### src/rtl/instruction_loader.sv
// -----------------------------------------------------------------------------
// instruction_loader
//
// Assembles little-endian bytes from a serial receiver into B-bit instruction
// words and writes them into instruction memory. A session starts on i_start,
// rewinds the memory write pointer, and ends either on the HALT instruction
// (which is still written) or when the memory is full.
//
// Ports
//   i_clk       clock, all state updates on the rising edge
//   i_reset     synchronous active-high reset
//   i_start     begin a program-load session (honoured in IDLE and DONE)
//   i_rx_data   received byte
//   i_rx_done   one-cycle strobe, i_rx_data valid
//   o_write     one-cycle write strobe to instruction memory
//   o_data      assembled instruction, held between writes
//   o_ptr_rst   one-cycle pulse rewinding the memory write pointer
//   o_count     words written in the current session
//   o_busy      high while loading
//   o_done      high once the session has ended
//   o_full_err  session ended because memory filled, not because of HALT
// -----------------------------------------------------------------------------
module instruction_loader #(
  parameter int            B    = 32,
  parameter int            W    = 10,
  parameter logic [B-1:0]  HALT = 32'hFFFFFFFF
) (
  input  logic         i_clk,
  input  logic         i_reset,
  input  logic         i_start,
  input  logic [7:0]   i_rx_data,
  input  logic         i_rx_done,
  output logic         o_write,
  output logic [B-1:0] o_data,
  output logic         o_ptr_rst,
  output logic [W:0]   o_count,
  output logic         o_busy,
  output logic         o_done,
  output logic         o_full_err
);

  typedef enum logic [1:0] {IDLE, LOAD, DONE} state_t;

  // Word count at which memory is full (2**W).
  localparam logic [W:0] CAP = {1'b1, {W{1'b0}}};

  state_t       state;
  logic [1:0]   byte_idx;
  logic [B-9:0] assembly;    // lower three bytes of the word in progress
  logic [B-1:0] word;
  logic [W:0]   count_next;

  // The final byte completes the word directly from the input, so the write
  // can be issued on the same edge that captures it.
  assign word       = {i_rx_data, assembly};
  assign count_next = o_count + 1'b1;

  always_ff @(posedge i_clk) begin
    if (i_reset) begin
      state      <= IDLE;
      byte_idx   <= 2'd0;
      assembly   <= '0;
      o_write    <= 1'b0;
      o_data     <= '0;
      o_ptr_rst  <= 1'b0;
      o_count    <= '0;
      o_busy     <= 1'b0;
      o_done     <= 1'b0;
      o_full_err <= 1'b0;
    end else begin
      o_write   <= 1'b0;
      o_ptr_rst <= 1'b0;
      case (state)
        IDLE, DONE: begin
          // A byte arriving alongside i_start is dropped: rx is not looked at here.
          if (i_start) begin
            state      <= LOAD;
            byte_idx   <= 2'd0;
            o_count    <= '0;
            o_full_err <= 1'b0;
            o_ptr_rst  <= 1'b1;
            o_busy     <= 1'b1;
            o_done     <= 1'b0;
          end
        end
        LOAD: begin
          if (i_rx_done) begin
            byte_idx <= byte_idx + 2'd1;
            case (byte_idx)
              2'd0: assembly[7:0]   <= i_rx_data;
              2'd1: assembly[15:8]  <= i_rx_data;
              2'd2: assembly[23:16] <= i_rx_data;
              default: begin
                o_write <= 1'b1;
                o_data  <= word;
                o_count <= count_next;
                // HALT is checked first so it wins when it is also the
                // capacity-filling word.
                if (word == HALT) begin
                  state      <= DONE;
                  o_busy     <= 1'b0;
                  o_done     <= 1'b1;
                  o_full_err <= 1'b0;
                end else if (count_next == CAP) begin
                  state      <= DONE;
                  o_busy     <= 1'b0;
                  o_done     <= 1'b1;
                  o_full_err <= 1'b1;
                end
              end
            endcase
          end
        end
        default: begin
          state  <= IDLE;
          o_busy <= 1'b0;
          o_done <= 1'b0;
        end
      endcase
    end
  end

endmodule

### config.mk
export PLATFORM = sky130hd
export DESIGN_NAME = instruction_loader
export DESIGN_NICKNAME = d
export VERILOG_FILES = /design/src/rtl/instruction_loader.sv
export SDC_FILE = /design/constraint.sdc
export NUM_CORES = 1
export LEC_CHECK = 0
export CAP_MARGIN = 20
export CORE_MARGIN = 3
export CORE_UTILIZATION = 51
export DETAILED_ROUTE_END_ITERATION = 10
export PLACE_DENSITY = 0.77
export SLEW_MARGIN = 25
export SYNTH_ARGS = -nofsm -noshare
export SYNTH_HDL_FRONTEND = slang
export SYNTH_SLANG_ARGS = --single-unit
### constraint.sdc
create_clock -name i_clk -period 1.9 [get_ports i_clk]
set_clock_uncertainty 0.05 [all_clocks]
set_input_delay 0.57 -clock i_clk [delete_from_list [all_inputs] [get_ports i_clk]]
set_output_delay 0.57 -clock i_clk [all_outputs]
set_load 0.01 [all_outputs]
==> qor.yml <==
status: "finished, final reports clean"
min_from: "o_data[12]$_SDFFE_PP0P_"
synth_edf_count: 0
ioPinCount: 60
syn_nets: 400
cts_num_sinks: 75
rr_worst_depth: 6
drv_cap: 0
postCtsSetupBuffers: 0
cp.arrival_ns: 1.25
rsz0062_at_grt: "false"
diodes: 0
grt_pass1_vias: 2807
ff_latch_area_um2: 1520
rows: 27
dp_hpwl_mm: 5.43
hold_class: "flop to flop"
rrSetupSlack_ns: 0.20
routed_wl_mm: 7.51
r2r_start: "o_count[0]$_SDFFE_PP0P_"
path_clk_slew_ns: 0.08
cts_tree: "built"
cts_made_buffers: 9
async_reset_ff_share_pct: 0
period_share_pct: 98.3
grt_max_degree: 29
fmax_mhz: 536
layout_common_cells: "nand2_1, a21oi_1, dfxtp_1, clkdlybuf4s50_1, buf_4"
drtIter0Drc: 254
htree_num_levels: 3
port_buffers: 59
worstPathMaxFanout: 3
finalSetupViolCount: 0
crit_type: "flop to output port"
multi_input_area_um2: 1420
critPathMaxStageDelay_ns: 0.56
max_slew.worst_pin.slew_ns: 0.398
fin_util_pct: 72.1
leakage_uw: 0.00151
die_h_um: 83.4
path_delay_family: "buffers and inverters"
drc: 0
crit_required_ns: 1.28
initial_core_util_pct: 54.2
core-area_um2: 5640
num_vias: 2898
syn_area_um2: 3060
period_needed_ns: 1.87
hold_viol_final: 0
clock_path_buffers: 2
layout-drive-gt1-share_pct: 14.8
synth_seq_cells: 75
place_congestion: 0.864
synth_ff_type: "dfxtp_1"
grt_pass1_wl_mm: 12.9
firstDrtPassIters: 4
synth_cells: 383
power.density_nw_per_um2: 726
crit_chain: "clkdlybuf4s50_1"
synth_cell_types: 41
seq_area_frac_synth_pct: 49.1
slew_violations: 0
cpMaxStageDelayCell: "clkdlybuf4s50_1"
fin_total_pwr_uw: 2950
clk_latency_ns: 0.34
grt-ovfl-total: 0
critPathBufInv: 1
areaGrowthSynthToFinish_pct: 33.1
dieArea_um2: 6960
timing.rr.end: "o_count[10]$_SDFFE_PP0P_"
routedWlPerCell_um: 14.1
fin_nets: 474
hold_depth: 2
cts_root_buf: "clkbuf_8"
end_kind: "output port"
relSlewSlack_pct: 73.5
dieWidth_um: 83.4
ys_warn_count: 0
mostFrequentLayoutCell: "nand2_1"
fillers: 428
syn_area_per_cell_um2: 7.98
ir_drop_mv: 0.483
worstHoldEndpoint: "o_data[12]$_SDFFE_PP0P_"
worstSetupStartpointType: "flop"
track_usage_pct: 22.1
antenna_found_initial: 0
avgViaCountPerCell: 5.44
drtAntennaViolNets: 0
==> power by group <==
part           total [µW]  internal, µW  switching, µW
logic                 160          71.9           88.2
registers            1600          1580           14.3
clock network        1200           601            595
==> timing repair <==
action	4_1_cts	5_1_grt
gates resized for setup	21	8
hold buffers	0	0
endpoints found under the setup margin	11	8
pin swaps	0	1
==> per-layer routing <==
layer	wire length (µm)	track usage, %	up-vias
met1	3450	29.2	1344
met2	3490	35.8	96
met3	458	3.77	11
met4	116	9.21	0
met5	0	0	-
li1	-	-	1447
==> cell families after synthesis <==
kind of cell               Yosys count  share of synthesized area (%)
buffers and inverters               28                           5.20
DFF                                 75                           49.1
adders and majority gates            5                           2.05
AOI/OAI and AO/OA                   92                           17.0
and+or+nand+nor                    183                           26.6
==> worst max path at each step <==
stage | startpoint | end | slack [ns] | depth (start not counted)
6_report | o_busy$_SDFFE_PP0P_ | o_busy | 0.03 | 1
4_1_cts | o_count[0]$_SDFFE_PP0P_ | o_count[0] | 0.01 | 1
2_1_floorplan | i_rx_done | o_count[6]$_SDFFE_PP0P_ | 0.24 | 7
3_3_place_gp | i_rx_data[7] | state[0]$_SDFFE_PP0P_ | -0.24 | 6
3_5_place_dp | i_rx_data[7] | o_busy$_SDFFE_PP0P_ | -0.28 | 6
5_1_grt | o_data[11]$_SDFFE_PP0P_ | o_data[11] | 0.0008 | 1
==> area by class of cell <==
| cell class | instances | area share (%) |
|---|---|---|
| repair buffers | 88 | 20.7 |
| multi-input cells | 280 | 34.8 |
| flip-flops and latches | 75 | 37.3 |
| well taps | 72 | 2.21 |
| clock inverters | 6 | 1.66 |
| clock buffers | 9 | 3.04 |
| inverters | 3 | 0.277 |
==> sequential cells by signal (all words and copies together) (netlist names) <==
name,cells
assembly,24
byte_idx,2
o_busy,1
o_count,11
o_data,32
o_done,1
o_full_err,1
o_ptr_rst,1
o_write,1
state,1
==> Yosys cell counts, types with 2 or more instances <==
master	instances	area, µm²
nor2_1	14	52.6
nor3_1	6	30.0
a31oi_1	4	25.0
ha_1	5	62.6
dfxtp_1	75	1500
inv_1	3	11.3
and2_1	4	25.0
a21oi_1	71	355
o21ai_1	3	15.0
or3_1	3	18.8
o211a_1	2	20.0
buf_6	5	56.3
nor4_1	4	25.0
buf_2	4	20.0
nand3_1	6	30.0
clkbuf_1	14	52.6
nand2_1	124	465
nand4_1	9	56.3
nand4b_1	2	17.5
and3_1	2	12.5
a211oi_2	2	25.0
o21ai_0	2	10.0
==> stage by stage <==
| stage | setup slack, ns | hold WS (ns) | TNS, ns | area (µm²) | std cells |
|---|---|---|---|---|---|
| floorplan | 0.242 | 0.395 | 0 | 3060 | 383 |
| global placement | -0.239 | 0.392 | -6.04 | 3840 | 518 |
| detailed placement | -0.280 | 0.398 | -7.57 | 3840 | 518 |
| CTS | 0.0122 | 0.409 | 0 | 4040 | 533 |
| global route | 0.000784 | 0.429 | 0 | 4070 | 533 |
| finish | 0.0332 | 0.407 | 0 | 4070 | 533 |
==> tightest hold or removal path: cells and delay by family, from the launching register on <==
kind / cells / cell delay [ns]
AO/OA/AOI/OAI: 1 / 0.05
flip-flops: 1 / 0.31
AND/OR/NAND/NOR: 1 / 0.05
(Power assumes the default switching activity.)
